`src/rtl/uart_pkg.sv`:
```
// Shared UART definitions: parity modes, line FSM states and frame-length helper.
package uart_pkg;

    localparam int PAR_NONE = 0;
    localparam int PAR_ODD  = 1;
    localparam int PAR_EVEN = 2;

    typedef enum logic [2:0] {
        ST_IDLE,
        ST_START,
        ST_DATA,
        ST_PAR,
        ST_STOP
    } uart_state_e;

    function automatic int frame_len(input int clk_div, input int data_bits,
                                     input int parity, input int stop_bits);
        return clk_div * (1 + data_bits + ((parity != PAR_NONE) ? 1 : 0) + stop_bits);
    endfunction

endpackage

```
`src/rtl/sync_fifo.sv`:
```
// Small synchronous FIFO with registered occupancy; overflow/underflow requests are dropped.
module sync_fifo #(
    parameter int WIDTH = 8,
    parameter int DEPTH = 4
) (
    input  logic                   clk,
    input  logic                   rst_n,
    input  logic                   push,
    input  logic                   pop,
    input  logic [WIDTH-1:0]       wdata,
    output logic [WIDTH-1:0]       rdata,
    output logic                   full,
    output logic                   empty,
    output logic [$clog2(DEPTH):0] level
);

    localparam int AW = $clog2(DEPTH);
    localparam logic [AW:0] FULL_LVL = (AW + 1)'(DEPTH);

    logic [WIDTH-1:0] mem [DEPTH];
    logic [AW-1:0]    wr_ptr;
    logic [AW-1:0]    rd_ptr;
    logic             do_push;
    logic             do_pop;

    assign full    = (level == FULL_LVL);
    assign empty   = (level == '0);
    assign do_push = push && !full;
    assign do_pop  = pop && !empty;
    assign rdata   = mem[rd_ptr];

    always_ff @(posedge clk) begin
        if (do_push) begin
            mem[wr_ptr] <= wdata;
        end
    end

    // Pointers wrap naturally because DEPTH is a power of two.
    always_ff @(posedge clk) begin
        if (!rst_n) begin
            wr_ptr <= '0;
            rd_ptr <= '0;
            level  <= '0;
        end else begin
            if (do_push) wr_ptr <= wr_ptr + AW'(1);
            if (do_pop)  rd_ptr <= rd_ptr + AW'(1);
            case ({do_push, do_pop})
                2'b10:   level <= level + (AW + 1)'(1);
                2'b01:   level <= level - (AW + 1)'(1);
                default: level <= level;
            endcase
        end
    end

endmodule

```
`src/rtl/uart_tx_fifo.sv`:
```
// FIFO-fronted UART transmitter; pops the next word on the last stop cycle so frames abut.
// state | meaning: IDLE line high | START start bit | DATA data LSB first | PAR parity | STOP stop bit(s)
module uart_tx_fifo
    import uart_pkg::*;
#(
    parameter int CLK_DIV    = 25,
    parameter int DATA_BITS  = 8,
    parameter int PARITY     = 0,
    parameter int STOP_BITS  = 1,
    parameter int FIFO_DEPTH = 4
) (
    input  logic                        sys_clk,
    input  logic                        sys_rst_n,
    input  logic                        tx_valid,
    output logic                        tx_ready,
    input  logic [DATA_BITS-1:0]        tx_data,
    output logic                        uart_txd,
    output logic                        tx_busy,
    output logic [$clog2(FIFO_DEPTH):0] fifo_level
);

    localparam int DIV_W   = $clog2(CLK_DIV);
    localparam int BIT_MAX = (DATA_BITS > STOP_BITS) ? DATA_BITS : STOP_BITS;
    localparam int BIT_W   = $clog2(BIT_MAX);
    localparam logic [DIV_W-1:0] DIV_LAST  = DIV_W'(CLK_DIV - 1);
    localparam logic [BIT_W-1:0] DATA_LAST = BIT_W'(DATA_BITS - 1);
    localparam logic [BIT_W-1:0] STOP_LAST = BIT_W'(STOP_BITS - 1);

    uart_state_e          state, state_next;
    logic [DIV_W-1:0]     div_cnt, div_next;
    logic [BIT_W-1:0]     bit_cnt, bit_next;
    logic [DATA_BITS-1:0] shreg, shreg_next;
    logic                 par_bit, par_next;
    logic                 txd_next;
    logic                 tick;
    logic                 load;
    logic                 push;
    logic [DATA_BITS-1:0] fifo_rdata;
    logic                 fifo_full;
    logic                 fifo_empty;

    assign push     = tx_valid && tx_ready;
    assign tx_ready = !fifo_full;
    assign tx_busy  = (state != ST_IDLE) || !fifo_empty;
    assign tick     = (div_cnt == DIV_LAST);

    sync_fifo #(
        .WIDTH (DATA_BITS),
        .DEPTH (FIFO_DEPTH)
    ) u_fifo (
        .clk   (sys_clk),
        .rst_n (sys_rst_n),
        .push  (push),
        .pop   (load),
        .wdata (tx_data),
        .rdata (fifo_rdata),
        .full  (fifo_full),
        .empty (fifo_empty),
        .level (fifo_level)
    );

    always_comb begin
        state_next = state;
        div_next   = '0;
        bit_next   = bit_cnt;
        shreg_next = shreg;
        par_next   = par_bit;
        txd_next   = uart_txd;
        load       = 1'b0;

        if (state != ST_IDLE && !tick) begin
            div_next = div_cnt + DIV_W'(1);
        end

        case (state)
            ST_IDLE: begin
                load = !fifo_empty;
            end
            ST_START: begin
                if (tick) begin
                    state_next = ST_DATA;
                    txd_next   = shreg[0];
                end
            end
            ST_DATA: begin
                if (tick) begin
                    if (bit_cnt == DATA_LAST) begin
                        bit_next = '0;
                        if (PARITY != PAR_NONE) begin
                            state_next = ST_PAR;
                            txd_next   = par_bit;
                        end else begin
                            state_next = ST_STOP;
                            txd_next   = 1'b1;
                        end
                    end else begin
                        bit_next   = bit_cnt + BIT_W'(1);
                        shreg_next = shreg >> 1;
                        txd_next   = shreg[1];
                    end
                end
            end
            ST_PAR: begin
                if (tick) begin
                    state_next = ST_STOP;
                    txd_next   = 1'b1;
                end
            end
            ST_STOP: begin
                if (tick) begin
                    if (bit_cnt == STOP_LAST) begin
                        if (fifo_empty) begin
                            state_next = ST_IDLE;
                            txd_next   = 1'b1;
                            bit_next   = '0;
                        end else begin
                            load = 1'b1;
                        end
                    end else begin
                        bit_next = bit_cnt + BIT_W'(1);
                    end
                end
            end
            default: begin
                state_next = ST_IDLE;
                txd_next   = 1'b1;
            end
        endcase

        // Parity is captured with the word so the shift register can be consumed freely.
        if (load) begin
            state_next = ST_START;
            txd_next   = 1'b0;
            bit_next   = '0;
            shreg_next = fifo_rdata;
            par_next   = (PARITY == PAR_ODD) ? ~^fifo_rdata : ^fifo_rdata;
        end
    end

    always_ff @(posedge sys_clk) begin
        if (!sys_rst_n) begin
            state    <= ST_IDLE;
            div_cnt  <= '0;
            bit_cnt  <= '0;
            shreg    <= '0;
            par_bit  <= 1'b0;
            uart_txd <= 1'b1;
        end else begin
            state    <= state_next;
            div_cnt  <= div_next;
            bit_cnt  <= bit_next;
            shreg    <= shreg_next;
            par_bit  <= par_next;
            uart_txd <= txd_next;
        end
    end

endmodule

```
`config.mk`:
```
export PLATFORM = sky130hd
export DESIGN_NAME = uart_tx_fifo
export DESIGN_NICKNAME = d
export VERILOG_FILES = /design/src/rtl/uart_pkg.sv /design/src/rtl/sync_fifo.sv /design/src/rtl/uart_tx_fifo.sv
export SDC_FILE = /design/constraint.sdc
export NUM_CORES = 1
export LEC_CHECK = 0
export BUFFER_PORTS_ARGS = -buffer_cell sky130_fd_sc_hd__buf_2
export CORE_MARGIN = 2
export CORE_UTILIZATION = 31
export DETAILED_ROUTE_END_ITERATION = 16
export SLEW_MARGIN = 20
export SYNTH_ARGS = -nofsm -noshare
export SYNTH_HDL_FRONTEND = slang
export SYNTH_SLANG_ARGS = --single-unit
```
`constraint.sdc`:
```
create_clock -name sys_clk -period 2.3 [get_ports sys_clk]
set_input_delay 0.46 -clock sys_clk [delete_from_list [all_inputs] [get_ports sys_clk]]
set_output_delay 0.46 -clock sys_clk [all_outputs]
set_load 0.03 [all_outputs]
```
==> results of run 1 <==
[cells in the final DEF (no fill, tap or decap), types with 6 or more instances in the layout]
| cell type | count |
|---|---|
| buf_4 | 11 |
| o221ai_2 | 6 |
| nand2_1 | 17 |
| edfxtp_1 | 32 |
| dfxtp_1 | 25 |
| mux4_2 | 8 |
| nor2_1 | 14 |
| ha_1 | 7 |
| nand3_1 | 9 |
| a21oi_1 | 10 |
| buf_2 | 16 |
| inv_1 | 9 |
| clkbuf_8 | 9 |
[critical path: cells and delay by family (launching register included)]
kind                       cells  cell delay [ns]
DFF                            1             0.36
xor gates and xnor gates       1             0.16
buffers and inverters          2             0.12
adders and majority gates      2             0.46
AOI/OAI and AO/OA              1             0.15
and+or+nand+nor                3             0.93
[per-layer routing]
layer  part of all wire (%)  routed length (um)  GRT usage [%]
met3                    4.0                 201           3.76
met5                      0                   0              0
met2                     48                2450           17.0
met1                     46                2360           14.3
met4                    1.3                  64           4.74
[worst max-delay path by stage]
| stage | slack [ns] | cells past startpoint | to | start |
|---|---|---|---|---|
| 2_1_floorplan | 0.02 | 12 | u_fifo.level[2]$_SDFFE_PN0P_ | div_cnt[0]$_SDFF_PN0_ |
| 3_5_place_dp | 0.02 | 12 | u_fifo.level[2]$_SDFFE_PN0P_ | div_cnt[0]$_SDFF_PN0_ |
| 3_3_place_gp | 0.11 | 12 | u_fifo.level[2]$_SDFFE_PN0P_ | div_cnt[0]$_SDFF_PN0_ |
| 4_1_cts | 0.004 | 12 | u_fifo.level[2]$_SDFFE_PN0P_ | div_cnt[0]$_SDFF_PN0_ |
| 5_1_grt | -0.02 | 9 | u_fifo.level[2]$_SDFFE_PN0P_ | u_fifo.level[1]$_SDFFE_PN0P_ |
| 6_report | 0.06 | 9 | u_fifo.level[2]$_SDFFE_PN0P_ | u_fifo.level[2]$_SDFFE_PN0P_ |
[logic make-up (layout without fill, tap and decap cells)]
group,count (synthesis),after routing
mux,10,10
flops,61,61
buf+inv,27,57
fa+ha+maj,11,11
compound gates,43,43
simple gates,68,68
xor+xnor,6,6
[area by class of cell]
type / count / area, sq um
fill: 819 / 5390
multi-input combinational: 138 / 1200
inverter: 14 / 55.1
clock inverter: 5 / 98.8
timing repair buffer: 27 / 163
sequential: 61 / 1550
tap: 108 / 135
clock buffer: 11 / 131
[power by group]
part / leakage, nW / internal [mW] / switching, mW
Clock: 0.115 / 0.715 / 0.399
Sequential: 0.532 / 1.34 / 0.143
Combinational: 0.530 / 0.479 / 0.609
Total: 1.18 / 2.53 / 1.15
[registers in the layout (all words and copies together) (netlist names), named ones only]
name and cells:
u_fifo.mem 32, shreg 8, div_cnt 5, bit_cnt 3
state 3, u_fifo.level 3, u_fifo.rd_ptr 2, u_fifo.wr_ptr 2
uart_txd 1
[stage by stage]
step | instance area, sq um | TNS [ns] | std cells | worst slack (ns)
after floorplan | 2850 | 0 | 226 | 0.0164
after global placement | 3050 | 0 | 346 | 0.113
after detailed placement | 3050 | 0 | 346 | 0.0191
after CTS | 3280 | 0 | 362 | 0.00419
after global routing | 3330 | -0.0171 | 364 | -0.0171
final | 3330 | 0 | 364 | 0.0556
[timing repair]
action	in CTS	in global routing
setup buffers	0	2
endpoints found under the setup margin	0	1
resized for setup	0	10
==> results.cfg, run 1 <==
[status]
status = finished clean

[routing]
ant_nets = 0
drtPass1Iterations = 4
vias_per_cell = 4.96
post-route-drc-count = 0
post_drt_wl_per_cell_um = 14.0
vias = 1804
wl_um = 5080
dr.first_iter.drc_count = 67

[pwr]
ir_drop_uv = 506
power.density_nw_per_um2 = 1110
p_leak_nw = 1.18
total_power_mw = 3.68

[synth]
synth_area_leader_cell = edfxtp_1
synth_area_sq_um = 2790
avgSynthCellArea_sq_um = 12.4
synth_compound_area_share_pct = 12.8
synth_top_family_by_area = simple AND/OR/NAND/NOR gates
ys_warn_count = 0
synth-xor-area-share_pct = 1.88
synth-simple-area-share_pct = 13.0
ys_seq_area_share_pct = 55.2
synthArstFlopShare_pct = 0
synthTopCellsByArea = edfxtp_1 (34%), dfxtp_1 (21%), mux4_2 (6.5%), ha_1 (4.5%), o221ai_2 (3.2%)
synth_nets = 248
yosys-top-cells-count = edfxtp_1 (32), dfxtp_1 (29), nand2_1 (18)
synth_top_area_share_pct = 34.4
ys_types = 49
yosys.area_share.adder_pct = 5.20
post-synth-top-count-cell = edfxtp_1
synth_mux_area_share_pct = 7.17
synth_cells = 226
ys_seq_elements = 61
synth_edf_count = 32
synth_flop_cell = edfxtp_1

[die]
core_area_sq_um = 8720
die_y_um = 98.9
rows = 34
io-pin-count = 17
dieArea_sq_um = 9780
die_x_um = 98.9
start_util_pct = 32.0

[clock_tree]
clock_latency_ns = 0.33
clock_path_buffers = 2
cts_root_buffer = clkbuf_8
cts_made_buffers = 9
cts_hold_buf = 0
clock_sink_count = 61
clk_pin_slew_ns = 0.07
cts_htree_levels = 3
cts_tree = built

[sta]
min_period_ns = 2.24
skew_ns = 0.00867
finalSetupViolations = 0
hold_viol_final = 0
whs_ns = 0.338
rsz0062_at_grt = yes
finalCritPeriodShare_pct = 97.6
tightest_slew_ns = 0.536
max_freq_mhz = 446
slew_headroom_pct = 64.2
drv_slew = 0

[min_path]
hold_path_end = u_fifo.mem[0][5]$_DFFE_PP_
min_from = tx_data[5]
hold_class = in -> reg
hold-path-cell-count = 1

[placement]
dpl.hpwl_um = 3580
gp_congestion = 0.791
io_buffers = 16

[grt]
first_global_vias = 1769
grt_max_degree = 20
antenna_found_initial = 0
grt.total_usage_pct = 11.1
grt_pass1_wl_um = 8580
grt-ovfl-total = 0

[worst_setup_path]
path_max_fanout = 6
crit_path_start_kind = register
crit_type = reg -> reg
worstPathRequired_ns = 2.56
arrival_ns = 2.50
r2r_end = u_fifo.level[2]$_SDFFE_PN0P_
end_kind = register
slowest_stage = or3b_4
rr_startpoint = u_fifo.level[2]$_SDFFE_PN0P_
reg2reg_slack_ns = 0.06
slowest_delay_ns = 0.41
worstRegToRegCells = 9
worstPathCellList = or3b_4 -> and2_4 -> inv_2 -> ha_4 -> inv_1 -> fa_2 -> xor2_1 -> or3_1 -> a21oi_2

[cells_and_area]
layout-drive-gt1-share_pct = 31.6
fin_util_pct = 38.2
nNetsFinal = 273
num_antenna_cells = 0
syn_to_final_growth_pct = 19.3

[job]
drv_cap = 0
Note: power is estimated with default switching activity, not from simulation.
==> run 2: changes to the inputs <==
Settings changed: ABC_CLOCK_PERIOD_IN_PS set to 2700, CORE_ASPECT_RATIO set to 1.2.
Clock period 2.3 ns to 2.7 ns, I/O delays scaled along.
==> run 2 against run 1 <==
  * Sequential share of layout area up 2.0 points
  * Largest power group unchanged
  * Clock-buffer cell count down 2
  * Highest routed layer unchanged
  * Worst setup slack better by 0.16 ns
  * Via count down 1.3%
  * Total power down 21%
  * Hold slack better by 0.076 ns
  * Combinational power down 24%
  * Final cell count up 0.82%
  * Sequential power down 16%
  * First-iteration DRC count up 69%
  * Register-to-register slack better by 0.16 ns
==> results.cfg, run 2 (synthesis results as in run 1) <==
[status]
status = finished clean

[clock_tree]
cts_root_buffer = clkbuf_8
cts_resized = 0
cts_tree = built
post_cts_buffers = 0
cts_made_buffers = 9
clk_pin_slew_ns = 0.08
cts_htree_levels = 3
clock_sink_count = 61
clock_latency_ns = 0.34
clock_path_buffers = 2
cts_hold_buf = 0

[cells_and_area]
largest_reg_flops = 32
largest-register = u_fifo.mem
layout-drive-gt1-share_pct = 23.2
syn_to_final_growth_pct = 13.9
fin_util_pct = 36.7
num_antenna_cells = 0
final_common_cell = edfxtp_1
nNetsFinal = 267
final_cell_mix = edfxtp_1 (32), dfxtp_1 (29), nand2_1 (18)
reg.largest.list = u_fifo.mem x32, shreg x8, div_cnt x5

[pwr]
ir_drop_uv = 316
p_leak_nw = 1.12
power.density_nw_per_um2 = 916
total_power_mw = 2.91

[worst_setup_path]
crit_top_cell = inv_1
slowest_delay_ns = 0.45
worstPathRequired_ns = 2.97
worstPathCellList = or3b_1 -> and2_1 -> inv_1 -> ha_1 -> inv_1 -> fa_1 -> xor2_1 -> or3_1 -> a21oi_1
slowest_stage = or3b_1
crit_path_start_kind = register
path_buf_inv = 2
crit_family = simple AND/OR/NAND/NOR gates
end_kind = register
crit_type = reg -> reg
arrival_ns = 2.75
path_max_fanout = 6

[routing]
post_drt_wl_per_cell_um = 14.0
ant_nets = 0
vias_per_cell = 4.85
vias = 1781
post-route-drc-count = 0
dr.first_iter.drc_count = 113
wl_um = 5130
drtPass1Iterations = 4

[placement]
dpl.hpwl_um = 3560
io_buffers = 16
pre_cts_ws_ns = 0.211
gp_congestion = 0.756

[die]
die_x_um = 90.6
dieArea_sq_um = 9780
core_area_sq_um = 8660
die_y_um = 108
start_util_pct = 32.2
rows = 37
io-pin-count = 17

[job]
drv_cap = 0

[grt]
grt.total_usage_pct = 11.5
grt_pass1_wl_um = 8700
grt-ovfl-total = 0
grt_max_degree = 25
first_global_vias = 1766
antenna_found_initial = 0

[sta]
max_freq_mhz = 403
drv_slew = 0
tightest_slew_ns = 0.567
rsz0062_at_grt = no
skew_ns = 0.0103
worst_slack_ns = 0.217
slew_headroom_pct = 62.2
min_period_ns = 2.48
hold_viol_final = 0
finalCritPeriodShare_pct = 92.0
fin_tns_setup_ns = 0
finalSetupViolations = 0

[min_path]
hold_class = in -> reg
## run 2: final cells by class
type	instances	area (sq um)
Inverter	14	52.6
Multi-Input combinational cell	138	1120
Sequential cell	61	1540
Tap cell	117	146
Fill cell	847	5480
Clock inverter	7	78.8
Clock buffer	9	124
Timing Repair Buffer	21	118
## run 2: where the power goes
group / internal (mW) / switching, mW
Sequential: 1.13 / 0.119
Clock: 0.439 / 0.392
Combinational: 0.336 / 0.492
## run 2: worst reg2reg max path, cell delays in order (launching register included)
cell and delay (ns):
dfxtp_1 0.41, or3b_1 0.45, and2_1 0.23, inv_1 0.09, ha_1 0.20, inv_1 0.06
fa_1 0.37, xor2_1 0.16, or3_1 0.30, a21oi_1 0.14
## run 2: final timing paths
kind,from,endpoint,slack [ns],cells past startpoint
worst max register to register,u_fifo.level[2]$_SDFFE_PN0P_,u_fifo.level[2]$_SDFFE_PN0P_,0.22,9
worst max-delay path,u_fifo.level[2]$_SDFFE_PN0P_,u_fifo.level[2]$_SDFFE_PN0P_,0.22,9
worst min-delay path,tx_data[4],u_fifo.mem[2][4]$_DFFE_PP_,0.41,1
worst min register to register,div_cnt[0]$_SDFF_PN0_,div_cnt[0]$_SDFF_PN0_,0.47,1
## run 2: through the flow
step	cells	hold WS (ns)	instance area, sq um
2_1_floorplan	226	0.430	2790
3_3_place_gp	351	0.449	2980
3_5_place_dp	351	0.456	2980
4_1_cts	367	0.394	3180
5_1_grt	367	0.399	3180
6_report	367	0.414	3180
## run 2: routing by layer
layer / vias to the layer above / track usage (%) / part of all wire (%)
met1: 869 / 13.0 / 46
met2: 26 / 19.7 / 49
li1: 878 / - / -
met3: 8 / 3.97 / 3.3
met5: - / 0 / 0
met4: 0 / 5.49 / 1.4
==> run 3: changes to the inputs <==
Settings changed: ABC_CLOCK_PERIOD_IN_PS 2700 to 3150.
Clock period 2.7 ns to 3.15 ns, I/O delays scaled along.
==> run 3 against run 2 <==
  * Fmax shrank 4.2%
  * Clock skew is 0.00062 ns lower
  * Routed wire length down 1.8%
  * Clock-buffer cell count unchanged
  * Critical path type unchanged
  * Hold slack improved by 0.069 ns
  * Critical path depth grew 3
  * Final cell count down 0.82%
  * Largest cell class unchanged
  * Cell area decreased by 0.63%
  * Non-clock buffer count down 3
  * Via count is 1.5% lower
  * Highest routed layer unchanged
  * Die area unchanged
  * Global-route usage is 0.16 points lower
==> results.cfg, run 3 (synthesis results as in run 1) <==
[cells_and_area]
largest-register = u_fifo.mem
layout-drive-gt1-share_pct = 22.3
num_antenna_cells = 0
syn_to_final_growth_pct = 13.1
reg.largest.list = u_fifo.mem x32, shreg x8, div_cnt x5
nNetsFinal = 264
final_cell_count_no_fill = 364
final_common_cell = edfxtp_1
fin_area_sq_um = 3160
largest_reg_flops = 32
final_cell_mix = edfxtp_1 (32), dfxtp_1 (29), nand2_1 (18)
fillers = 878

[sta]
finalSetupViolations = 0
whs_ns = 0.483
tightest_slew_ns = 0.540
slew_headroom_pct = 64.0
min_period_ns = 2.59
finalCritPeriodShare_pct = 82.3
hold_viol_final = 0
max_freq_mhz = 386
skew_ns = 0.00969
rsz0062_at_grt = no
drv_slew = 0
fin_tns_setup_ns = 0

[pwr]
clockPowerShare_pct = 29.2
p_sw_mw = 0.865
p_leak_nw = 1.11
swShare_pct = 34.7
ir_drop_uv = 319
comb_power_share_pct = 27.1
seqPwrFrac_pct = 43.7
power.density_nw_per_um2 = 790
p_int_mw = 1.63

[worst_setup_path]
path_buf_inv = 3
crit_path_start_kind = register
worstPathRequired_ns = 3.42
crit_type = reg -> reg
crit_family = adder cells
slowest_delay_ns = 0.37
arrival_ns = 2.86
end_kind = register
worstPathCellList = inv_1 -> ha_1 -> nand4b_4 -> o21ai_1 -> nand2_1 -> inv_1 -> ha_1 -> inv_1 -> fa_1 -> xor2_1 -> or3_1 -> a21oi_1
crit_top_cell = inv_1
path_max_fanout = 10
slowest_stage = fa_1

[clock_tree]
cts_resized = 0
cts_root_buffer = clkbuf_8
clk_pin_slew_ns = 0.08
cts_htree_levels = 3
cts_tree = built
cts_made_buffers = 9
cts_hold_buf = 0
clock_path_buffers = 2
clock_latency_ns = 0.34
post_cts_buffers = 0
clock_sink_count = 61

[routing]
drtPass1Iterations = 4
post-route-drc-count = 0
vias = 1755
wl_um = 5040
vias_per_cell = 4.82
post_drt_wl_per_cell_um = 13.8
ant_nets = 0
dr.first_iter.drc_count = 113

[placement]
io_buffers = 16
dp.cells = 348
place_area_sq_um = 2950
gp_congestion = 0.721
dpl.hpwl_um = 3300

[grt]
grt-ovfl-total = 0
grt_pass1_wl_um = 8590
antenna_found_initial = 0
use_met3_pct = 3.14
grt_use_met2_pct = 19.2
top_usage_layer = met2
grt.total_usage_pct = 11.4
grt_use_met1_pct = 13.2
first_global_vias = 1744
grt_max_degree = 25

[min_path]
hold_class = reg -> reg

[die]
die_y_um = 108
core_area_sq_um = 8660
die_x_um = 90.6
dieArea_sq_um = 9780
rows = 37
io-pin-count = 17
start_util_pct = 32.2

[job]
drv_cap = 0

[status]
status = finished clean
[run 3: cell types whose count changed in the layout (fill, tap and decap cells not counted)]
cell        change
buf_4           -3
clkinv_2        -1
clkinvlp_4      +1
[run 3: layout make-up]
| type | instances | area, sq um | area share, % |
|---|---|---|---|
| Sequential cell | 61 | 1540 | 48.8 |
| Multi-Input combinational cell | 138 | 1120 | 35.4 |
| Tap cell | 117 | 146 | 4.64 |
| Clock buffer | 9 | 124 | 3.92 |
| Timing Repair Buffer | 18 | 95.1 | 3.01 |
| Clock inverter | 7 | 81.3 | 2.58 |
| Inverter | 14 | 52.6 | 1.66 |
[run 3: stage by stage]
| step | setup WS, ns | utilization, % | total power [mW] |
|---|---|---|---|
| final | 0.559 | 36.5 | 2.50 |
| after detailed placement | 0.564 | 34.1 | 1.79 |
| after floorplan | 0.513 | - | 1.62 |
| after global placement | 0.669 | 34.1 | 1.78 |
| after CTS | 0.575 | 36.5 | 2.53 |
| after global routing | 0.343 | 36.5 | 2.66 |
[run 3: power groups by stage]
| stage | sequential, mW | clock, mW | combinational, mW |
|---|---|---|---|
| 3_3_place_gp | 1.11 | 0 | 0.677 |
| 2_1_floorplan | 1.08 | 0 | 0.534 |
| 3_5_place_dp | 1.11 | 0 | 0.683 |
| 4_1_cts | 1.09 | 0.745 | 0.688 |
| 5_1_grt | 1.11 | 0.783 | 0.761 |
| 6_report | 1.09 | 0.729 | 0.676 |
[run 3: layer usage]
layer | share of wire (%) | vias to the layer above
met5 | 0 | -
met4 | 1.6 | 0
met3 | 3.3 | 8
met2 | 48 | 24
met1 | 47 | 849
li1 | - | 874
[run 3: final timing paths]
check	end	depth (start not counted)	start	slack [ns]
worst max register to register	u_fifo.level[2]$_SDFFE_PN0P_	12	div_cnt[0]$_SDFF_PN0_	0.56
worst min register to register	register	2	u_fifo.rd_ptr[1]$_SDFFE_PN0P_	0.48
worst min-delay path	register	2	u_fifo.rd_ptr[1]$_SDFFE_PN0P_	0.48
worst max-delay path	u_fifo.level[2]$_SDFFE_PN0P_	12	div_cnt[0]$_SDFF_PN0_	0.56
[run 3: tightest hold or removal path, stage by stage, from the launching register on]
cell,delay (ns)
dfxtp_1,0.31
nand2_1,0.05
mux2i_1,0.08
